--- config.mk ---
export PLATFORM = sky130hd
export DESIGN_NAME = processador_multicanal
export DESIGN_NICKNAME = d
export VERILOG_FILES = /design/src/rtl/processador_multicanal.sv
export SDC_FILE = /design/constraint.sdc
export NUM_CORES = 1
export LEC_CHECK = 0
export BUFFER_PORTS_ARGS = -buffer_cell sky130_fd_sc_hd__buf_2
export CELL_PAD_IN_SITES_DETAIL_PLACEMENT = 0
export CELL_PAD_IN_SITES_GLOBAL_PLACEMENT = 1
export CORE_AREA = 2 2 118 120
export CTS_BUF_LIST = sky130_fd_sc_hd__clkbuf_16
export DETAILED_ROUTE_END_ITERATION = 16
export DIE_AREA = 0 0 120 122
export GPL_TIMING_DRIVEN = 0
export PLACE_DENSITY = 0.83
export SLEW_MARGIN = 10
export SYNTH_ARGS = -nofsm -noshare
export SYNTH_HDL_FRONTEND = slang
export SYNTH_SLANG_ARGS = --single-unit
--- constraint.sdc ---
create_clock -name clk -period 2.7 [get_ports clk]
set_input_delay 0.54 -clock clk [delete_from_list [all_inputs] [get_ports clk]]
set_output_delay 0.54 -clock clk [all_outputs]
set_load 0.1 [all_outputs]
--- src/rtl/processador_multicanal.sv ---
// N-channel four-phase sender: round-robin issue of sequence words to idle channels,
// per-channel REQ/REL handshake, payload holding and a completion popcount counter.
//
// state   | meaning
// --------+-------------------------------------------------------------
// ST_IDLE | channel free; eligible for a grant when en and mask[i] are set
// ST_REQ  | send[i]=1, payload held, waiting for ack[i] high
// ST_REL  | send[i]=0, payload held, waiting for ack[i] low (completion)
module processador_multicanal #(
  parameter int unsigned N_CH      = 4,
  parameter int unsigned DATA_W    = 16,
  parameter int unsigned CNT_W     = 16,
  parameter int unsigned START_VAL = 0,
  parameter int unsigned STEP      = 1
) (
  input  logic                     clk,
  input  logic                     rst,
  input  logic                     en,
  input  logic [N_CH-1:0]          mask,
  input  logic [N_CH-1:0]          ack,
  output logic [N_CH-1:0]          send,
  output logic [N_CH*DATA_W-1:0]   dado,
  output logic [N_CH-1:0]          busy,
  output logic [CNT_W-1:0]         done_cnt
);

  localparam int unsigned PTR_W = (N_CH > 1) ? $clog2(N_CH) : 1;

  typedef enum logic [1:0] {
    ST_IDLE = 2'd0,
    ST_REQ  = 2'd1,
    ST_REL  = 2'd2
  } state_t;

  state_t              state_q [N_CH];
  state_t              state_d [N_CH];
  logic [DATA_W-1:0]   seq_q;
  logic [PTR_W-1:0]    ptr_q;
  logic [N_CH-1:0]     elig;
  logic [N_CH-1:0]     grant_vec;
  logic [N_CH-1:0]     complete;
  logic                found;
  logic [PTR_W-1:0]    grant_idx;
  logic [PTR_W-1:0]    scan_idx;
  logic [CNT_W-1:0]    n_done;

  function automatic logic [PTR_W-1:0] add_mod(input logic [PTR_W-1:0] base,
                                                input int unsigned      off);
    int unsigned s;
    s = ({{(32-PTR_W){1'b0}}, base} + off) % N_CH;
    return PTR_W'(s);
  endfunction

  always_comb begin
    for (int i = 0; i < N_CH; i++) begin
      elig[i] = en && mask[i] && (state_q[i] == ST_IDLE);
    end
  end

  // Scan starts at ptr so the channel after the last grant has priority.
  always_comb begin
    found     = 1'b0;
    grant_idx = '0;
    scan_idx  = '0;
    for (int k = 0; k < N_CH; k++) begin
      scan_idx = add_mod(ptr_q, k);
      if (!found && elig[scan_idx]) begin
        found     = 1'b1;
        grant_idx = scan_idx;
      end
    end
  end

  always_comb begin
    for (int i = 0; i < N_CH; i++) begin
      grant_vec[i] = found && (grant_idx == PTR_W'(i));
    end
  end

  always_comb begin
    complete = '0;
    for (int i = 0; i < N_CH; i++) begin
      state_d[i] = state_q[i];
      case (state_q[i])
        ST_IDLE: if (grant_vec[i]) state_d[i] = ST_REQ;
        ST_REQ:  if (ack[i])       state_d[i] = ST_REL;
        ST_REL: begin
          if (!ack[i]) begin
            state_d[i]  = ST_IDLE;
            complete[i] = 1'b1;
          end
        end
        default: state_d[i] = ST_IDLE;
      endcase
    end
  end

  always_comb begin
    n_done = '0;
    for (int i = 0; i < N_CH; i++) begin
      n_done = n_done + CNT_W'(complete[i]);
    end
  end

  always_ff @(posedge clk) begin
    if (rst) begin
      for (int i = 0; i < N_CH; i++) begin
        state_q[i] <= ST_IDLE;
      end
      send     <= '0;
      busy     <= '0;
      dado     <= '0;
      seq_q    <= DATA_W'(START_VAL);
      ptr_q    <= '0;
      done_cnt <= '0;
    end else begin
      for (int i = 0; i < N_CH; i++) begin
        state_q[i] <= state_d[i];
        send[i]    <= (state_d[i] == ST_REQ);
        busy[i]    <= (state_d[i] != ST_IDLE);
        if (grant_vec[i]) begin
          dado[i*DATA_W +: DATA_W] <= seq_q;
        end
      end
      if (found) begin
        seq_q <= seq_q + DATA_W'(STEP);
        ptr_q <= add_mod(grant_idx, 1);
      end
      done_cnt <= done_cnt + n_done;
    end
  end

endmodule

-- Word level (Yosys, flattened, before mapping)
Memories as Yosys holds them, arrays and structs flattened.
Cells that the tools add are included.
- bits in registers: 106
- RAM bits: 8
- memories kept: 1
- memories (name ; depth ; bits a word ; rd ports ; clocked after memory_dff ; wr ports ; RTL line ; source):
    state_q ; 4 ; 2 ; 4 ; 0 ; 4 ; 35 ; state_t state_q [N_CH];
- muxes and demuxes: 47
- bitwise gates (word level): 4
- equality and inequality tests: 15
- $lt $le $gt $ge: 4
- $add $sub $neg: 9
- reductions and logical operators: 27
- operators with widths (kind ; count):
    two-way mux 2 bit ; 20
    one-hot mux 2 bit (3 select lines) ; 4
    two-way mux 1 bit ; 19
    equality test 2 x 1 -> 1 bit (second input constant) ; 9
    adder 16 x 1 -> 16 bit (second input constant) ; 1
    adder 16 x 4 -> 16 bit ; 1
    logical AND 1 bit ; 15
    equality test 2 bit (second input constant) ; 6
    < comparator 2 x 3 -> 1 bit (second input constant) ; 4
    logical NOT 2 bit ; 5
    binary-select mux 1 bit (select 2 bit) ; 4
    nonzero test 2 bit ; 4
    adder 2 x 1 -> 2 bit (second input constant) ; 2
    adder 2 bit (second input constant) ; 2
    adder 3 x 1 -> 4 bit ; 1
    OR 1 bit ; 4
    adder 2 x 1 -> 3 bit ; 1
    logical NOT 1 bit ; 3
    adder 1 x 1 -> 2 bit ; 1

-- Depth between registers and ports, before layout
Gate-level depths: netlist of the first run.
An unclocked memory read counts as a cell.
- depth in word-level cells: 20
- mapped depth: 12
- mapped depth without buffers: 10

-- Worst setup path after synthesis of the first run
No wires, ideal clock.
- path type: reg2reg
- from: register done_cnt[0]
- to: register done_cnt[12]
- path slack: -453 ps
- cell stages (with the launch flop): 10
- arrival: 3082 ps
- buffers on the path: 0
- data required time: 2629 ps
- period minus slack after synthesis: 3153 ps
- cells stage by stage: dfxtp_1 inv_1 fa_1 inv_1 fa_1 fa_1 nand2_1 nor4_1 a21o_1 a21oi_1
- word-level cells in the longest chain between the ends: 1
- RTL lines (element ; RTL line ; source):
    start: declaration ; 24 ; output logic [CNT_W-1:0] done_cnt
    start signal: assignment ; 129 ; done_cnt <= done_cnt + n_done;
    adder 16 x 4 -> 16 bit ; 129 ;
Every way passes these cells.
A chain may end at the register's enable or synchronous reset.

==> metrics.md, run 1 <==
| Metric | Value |
|---|---|
| Startpoint type of the worst setup path | `register` |
| Row cnt | `43` |
| Synthesized area per cell | `8.78 sq um` |
| Largest net degree at the start of global routing | `17` |
| Net Count, Synth | `roughly 570` |
| Pwr Total | `~4900 uW` |
| Max Cap Violations | `0` |
| Bufs and invs on worst path | `2` |
| Ant diodes | `0` |
| P_int | `approximately 3400 uW` |
| CP dominant cell by count | `fa_2` |
| VDD IR max | `roughly 430 uV` |
| Layout fillers | `1267` |
| Floorplan core area | `~14000 sq um` |
| Vias per inst | `between 5 and 6` |
| Unrepaired setup endpoints after global routing | `yes` |
| Post-layout net count | `~710` |
| Synth top area share | `0.472` |
| Post-Layout Inst Area | `6410 sq um` |
| Post-synthesis cell count | `approximately 550` |
| Area Overhead vs Synth | `32.5%` |
| Die H | `roughly 120 microns` |
| CTS tree | `done` |
| PortBufs | `97` |
| Arr. time, crit path | `3.03 ns` |
| CP peak stage delay | `roughly 0.50 ns` |
| Post-synth EDFFs | `0` |
| Synth warn | `0` |
| Share of cells above drive strength 1 | `0.297` |
| Vias in the first global route | `approximately 4100` |
| Clock sinks | `~110` |
| Synth Flop Type | `dfxtp_1` |
| Slew Viols, Final | `0` |
| Area post-placement | `around 5600 sq um` |
| Sum Neg Setup Slack | `0 ns` |
| Longest Clk Path Bufs | `2` |
| Post-Route Skew | `roughly 0.0070 ns` |
| Cell taking the most area after synthesis | `dfxtp_1` |
| WS Path Type | `reg2reg` |
| CP Capture Type | `register` |
| Most frequent cell after synthesis | `nand2_1` |
| P_sw | `between 1500 and 2000 uW` |
| Post-DR wirelength/cell | `around 15 microns` |
| TritonCTS buffer count | `17` |
| Sw Ratio | `0.306` |
| DR iter-0 viols | `~250` |
| Reg clk slew, reported paths | `0.05 ns` |
| Hold violation total from the final report | `0` |
| Ys async rst share | `0` |
| Multi-input gate area | `2370 sq um` |
| Final ANT Viol Nets | `0` |
| Critical Path RT | `roughly 3 ns` |
| Status | `complete, no violations` |
| Max FO, Critical Path | `4` |
| Top cells by count, synth | `139 x nand2_1, 114 x dfxtp_1, 88 x a21oi_1` |
| Remaining routing DRC violations | `0` |
| Largest cells by area after synthesis | `dfxtp_1 47%, nand2_1 11%, a21oi_1 9.1%` |
| Combinational power share | `0.185` |
| Register bit total from synthesis | `between 100 and 150` |
| Fin crit period | `2.69 ns` |
| Final wirelength | `about 13 mm` |
| Hpwl dp | `around 9.1 mm` |
| Worst-Skew Late Latency | `approximately 0.41 ns` |
| Fin crit share | `0.997` |
| Leakage | `between 0.002 and 0.003 uW` |
| Seq/Total Area, Yosys | `0.472` |
| Synth Cell Area | `about 4800 sq um` |
| Sequential cell area | `2290 sq um` |
| Post-CTS Hold Fix Bufs | `0` |
| Clock share of power | `0.450` |
| Die ar. | `between 10000 and 15000 sq um` |
| Slew @ Worst Pin | `roughly 0.73 ns` |
| H-tree Lvls | `4` |
| HP Class | `in2reg` |
| CP max stage cell | `fa_1` |
| I/O pin cnt | `99` |
| Relative slew slack | `0.509` |
| Fmax | `approximately 0.37 GHz` |
| Global placer's final weighted congestion | `just under 0.8` |
| Die W | `about 120 microns` |
| Netlist cell types | `47` |
| Initial antenna violation count | `0` |
| First-pass GRT wire length | `20.6 mm` |
| GR Overflow Total | `0` |
| Min Hold Slack | `slightly above 0.4 ns` |
| Finish-stage setup viols | `0` |
| Via count | `~4400` |
| Starting density of the core | `0.358` |
| Cell family with most CP delay | `adder cells` |
| Share of power burned in registers | `0.366` |
| CTS root buffer | `clkbuf_16` |
| GRT Overall Usage | `0.179` |
| CP Cell Sequence | `nand2b_4 -> or2_4 -> fa_1 -> inv_2 -> fa_2 -> buf_6 -> fa_2 -> nand2_4 -> nor4_4 -> a21o_1 -> a21oi_2` |
| Pwr Density | `roughly 760 nW/um^2` |
| Pre-Repair DR Iteration Count | `4` |
==> logic make-up (layout without fill, tap and decap cells) <==
group,after synthesis,count (layout),share of synthesized area
AND/OR/NAND/NOR,232,232,0.234
AO/OA/AOI/OAI,126,126,0.170
flip-flops,114,114,0.472
buffers and inverters,50,200,0.0571
XOR/XNOR,13,13,0.0235
adder cells (fa/ha/maj),9,9,0.0279
multiplexers,7,7,0.0155
==> worst reg2reg max path: cells and delay by family, from the launching register on <==
kind	cells	cell delay (ns)
compound gates	2	0.30
fa+ha+maj	3	1.26
buf+inv	2	0.18
flops	1	0.34
simple gates	4	0.54
==> state kept, by name, summed over array words and instances (netlist names) <==
signal and flops:
state_q 8, send 4, seq_q 16, done_cnt 16
busy 4, ptr_q 2, dado 64
==> per-stage QoR <==
step	cells	util	worst slack (ns)
6_report	881	0.475	0.00870
5_1_grt	881	0.475	-0.0708
4_1_cts	869	0.464	-0.0672
3_5_place_dp	828	0.412	-0.393
3_3_place_gp	828	0.412	-0.318
2_1_floorplan	551	-	-0.0767
==> final cells by class <==
cell class / count / area share
plain buffers: 41 / 0.0394
clock buffers: 17 / 0.0664
clock inverters: 15 / 0.0248
inverters: 8 / 0.00469
multi-input cells: 387 / 0.369
flip-flops and latches: 114 / 0.358
well taps: 180 / 0.0351
repair buffers: 119 / 0.102
==> power groups by stage <==
stage	clock network, uW	registers, uW	logic, uW
6_report	2200	1790	905
5_1_grt	2320	1800	966
4_1_cts	2240	1790	859
3_5_place_dp	0	1830	812
3_3_place_gp	0	1820	797
2_1_floorplan	0	2040	426
==> placed cells by master, fill, tap and decap left out, types with 9 or more instances in the layout <==
cell type  count
xnor2_1        9
clkbuf_16     17
dfxtp_1      110
o21ai_0        9
or3_1          9
clkbuf_1      17
nor3_1        10
buf_4         24
nand2_1      138
buf_2        104
nor2_1        18
buf_6         11
nand3_1       10
a21oi_1       84
==> what timing repair did <==
| item | CTS | global route |
|---|---|---|
| endpoints found under the setup margin | 50 | 73 |
| buffers inserted | 10 | 11 |
| gates cloned | 0 | 1 |
| pin swaps | 8 | 9 |
| resized for setup | 12 | 16 |
==> metal layers <==
layer	track usage	vias to the layer above	wire (microns)	part of all wire
li1	-	2193	-	-
met1	0.227	2091	6150	0.46
met2	0.288	118	6150	0.46
met3	0.0529	24	746	0.056
met4	0.0654	0	250	0.019
met5	0	-	0	0
==> path summary, 6_finish.rpt <==
check | startpoint | to | slack, ns | depth (start not counted)
max | state_q[0][0]$_SDFF_PP0_ | done_cnt[12]$_SDFF_PP0_ | 0.009 | 11
min | ack[0] | state_q[0][1]$_SDFF_PP0_ | 0.41 | 3
max reg2reg | state_q[0][0]$_SDFF_PP0_ | done_cnt[12]$_SDFF_PP0_ | 0.009 | 11
min reg2reg | dado[33]$_SDFFE_PP0P_ | dado[33]$_SDFFE_PP0P_ | 0.45 | 2
Power figures use the tool's default switching activity.
==> inputs of run 2 (changes only) <==
Settings changed: CORE_AREA 2 2 118 120 to 2 2 108 110, DIE_AREA 0 0 120 122 to 0 0 110 112, PLACE_DENSITY 0.83 to 0.92.
Clock period 2.7 ns to 3.4 ns, I/O delays scaled along.
==> run 2 against run 1 <==
  * Cell count down 6.8%
  * Worst setup slack gained 0.35 ns
  * Non-clock buffer count fell by 21
  * Sequential share of layout area increased by 2.0 points
  * Utilization up 6.5 points
  * Combinational power down 29%
  * Clock skew grew 0.0033 ns
  * Clock power down 29%
  * First-iteration DRC count is 13% higher
  * Critical path type unchanged
==> metrics.md, run 2 (same netlist as run 1, synthesis figures left out) <==
| Metric | Value |
|---|---|
| Post-layout net count | `687 (-3.0%)` |
| Leakage | `0.00237 uW (-6.8%)` |
| Sequential cell area | `2280 sq um (-0.55%)` |
| Arr. time, crit path | `3.37 ns (+0.34 ns)` |
| HP Class | `reg2reg` |
| Longest Clk Path Bufs | `2 (unchanged)` |
| CP max stage cell | `or4_1` |
| Share of cells above drive strength 1 | `0.239 (-0.0578)` |
| Max FO, Critical Path | `8 (+4)` |
| Vias per inst | `5.31 (+5.7%)` |
| Floorplan core area | `11200 sq um (-17%)` |
| Pwr Density | `604 nW/um^2 (-21%)` |
| Largest Register | `dado` |
| Sum Neg Setup Slack | `0 ns (unchanged)` |
| Pre-Repair DR Iteration Count | `6 (+2)` |
| Ant diodes | `0 (unchanged)` |
| Reg clk slew, reported paths | `0.05 ns (about the same)` |
| Bufs and invs on worst path | `2 (unchanged)` |
| Post_cts resized | `0 (-12)` |
| Die ar. | `12300 sq um (-16%)` |
| Slew @ Worst Pin | `0.724 ns (-0.00912 ns)` |
| Hold violation total from the final report | `0 (unchanged)` |
| Final ANT Viol Nets | `0 (unchanged)` |
| R2R Path Start | `state_q[0][1]$_SDFF_PP0_` |
| Regs by FF count | `dado: 64 flops, done_cnt: 16 flops, seq_q: 16 flops` |
| GRT Overall Usage | `0.207 (+0.0279)` |
| Cell family with most CP delay | `simple AND/OR/NAND/NOR gates` |
| Min-Delay Path Depth | `2 (-1)` |
| Starting density of the core | `0.433 (+0.0747)` |
| Largest register FFs | `64 (unchanged)` |
| CP Capture Type | `register` |
| Final wirelength | `12.4 mm (-6.7%)` |
| Hpwl dp | `8.85 mm (-3.1%)` |
| Fin crit period | `3.04 ns (+0.348 ns)` |
| I/O pin cnt | `99 (unchanged)` |
| Fin crit share | `0.894 (-0.103)` |
| TritonCTS buffer count | `17 (unchanged)` |
| First-pass GRT wire length | `19.8 mm (-4.0%)` |
| Most frequent cells in the layout | `139 x nand2_1, 114 x dfxtp_1, 108 x buf_2` |
| CP Cell Sequence | `nand2b_1 -> or2_2 -> fa_1 -> inv_1 -> fa_1 -> a21oi_1 -> or4_1 -> buf_2 -> or4_1 -> a21oi_1` |
| Layout fillers | `1010 (-20%)` |
| Commonest non-fill, non-tap cell in the layout | `nand2_1` |
| CTS root buffer | `clkbuf_16` |
| HP Start | `dado[4]$_SDFFE_PP0P_` |
| WS Path Type | `reg2reg` |
| Reg2reg path depth | `10 (-1)` |
| Worst-Skew Late Latency | `0.41 ns (about the same)` |
| DR iter-0 viols | `278 (+13%)` |
| Via count | `4361 (-1.5%)` |
| Die H | `112 microns (-8.2%)` |
| Initial antenna violation count | `0 (unchanged)` |
| Status | `complete, no violations` |
| VDD IR max | `281 uV (-35%)` |
| Post-CTS Hold Fix Bufs | `0 (unchanged)` |
| Remaining routing DRC violations | `0 (unchanged)` |
| Post-Route Skew | `0.0102 ns (+0.00327 ns)` |
| Clock sinks | `114 (unchanged)` |
| H-tree Lvls | `4 (unchanged)` |
| Relative slew slack | `0.515 (+0.00610)` |
| CTS tree | `done` |
| Multi-input gate area | `2280 sq um (-3.7%)` |
| Area Overhead vs Synth | `24.6%` |
| Global placer's final weighted congestion | `0.777 (-0.22%)` |
| Max Cap Violations | `0 (unchanged)` |
| Hold EP | `dado[4]$_SDFFE_PP0P_` |
| Min Hold Slack | `0.448 ns (+0.0396 ns)` |
| Worst reg2reg path endpoint | `done_cnt[15]$_SDFF_PP0_` |
| Unrepaired setup endpoints after global routing | `no` |
| Slew Viols, Final | `0 (unchanged)` |
| Post-DR wirelength/cell | `15.1 microns (about the same)` |
| Fmax | `0.329 GHz (-11%)` |
| Row cnt | `39 (-9.3%)` |
| GR Overflow Total | `0 (unchanged)` |
| Postcts setup bufs | `0 (-10)` |
| Largest net degree at the start of global routing | `17 (unchanged)` |
| Finish-stage setup viols | `0 (unchanged)` |
| PortBufs | `97 (unchanged)` |
| Reg2Reg Setup Slack | `0.36 ns (+0.35 ns)` |
| Die W | `110 microns (-8.3%)` |
| CP peak stage delay | `0.48 ns (-0.02 ns)` |
| Critical Path RT | `3.73 ns (+0.69 ns)` |
| Vias in the first global route | `4031 (-2.7%)` |
| Startpoint type of the worst setup path | `register` |
-- run 2: cell type report --
class | instances | area share
Buffer | 42 | 0.0409
Clock buffer | 17 | 0.0706
Clock inverter | 13 | 0.0168
Inverter | 8 | 0.00498
Multi-Input combinational cell | 387 | 0.378
Sequential cell | 114 | 0.379
Tap cell | 143 | 0.0297
Timing Repair Buffer | 97 | 0.0805
-- run 2: worst max path at each step --
stage	from	to	cells past startpoint	slack, ns
global placement	ack[0]	done_cnt[15]$_SDFF_PP0_	10	0.13
global route	state_q[0][1]$_SDFF_PP0_	done_cnt[14]$_SDFF_PP0_	10	0.17
CTS	state_q[0][1]$_SDFF_PP0_	done_cnt[15]$_SDFF_PP0_	10	0.36
floorplan	done_cnt[0]$_SDFF_PP0_	done_cnt[12]$_SDFF_PP0_	9	0.25
finish	state_q[0][1]$_SDFF_PP0_	done_cnt[15]$_SDFF_PP0_	10	0.36
detailed placement	ack[0]	done_cnt[15]$_SDFF_PP0_	10	0.08
-- run 2: worst register-to-register path, delay by kind of cell, from the launching register on --
family | cells | cell delay (ns)
adder cells (fa/ha/maj) | 2 | 0.68
buffers and inverters | 2 | 0.26
flip-flops | 1 | 0.43
AO/OA/AOI/OAI | 2 | 0.29
AND/OR/NAND/NOR | 4 | 1.31
-- run 2: routing by layer --
layer / wire length [microns] / global-route usage / vias to the layer above / part of all wire
met5: 0 / 0 / - / 0
li1: - / - / 2144 / -
met1: 5470 / 0.270 / 2052 / 0.44
met3: 861 / 0.0574 / 16 / 0.069
met4: 168 / 0.0734 / 0 / 0.014
met2: 5900 / 0.325 / 149 / 0.48
-- run 2: metrics by stage --
stage                      util  cells  worst slack (ns)  area, sq um  total power [uW]
after global placement    0.492    791             0.131         5500              2070
after global routing      0.540    821             0.165         6030              3780
after floorplan               -    551             0.247         4840              1960
final                     0.540    821             0.361         6030              3640
after detailed placement  0.492    791            0.0844         5500              2090
after CTS                 0.540    821             0.356         6030              3660
-- run 2: power breakdown --
group          switching (uW)  internal, uW
Sequential               38.1          1390
Clock                     596           978
Combinational             463           180
Total                    1100          2540
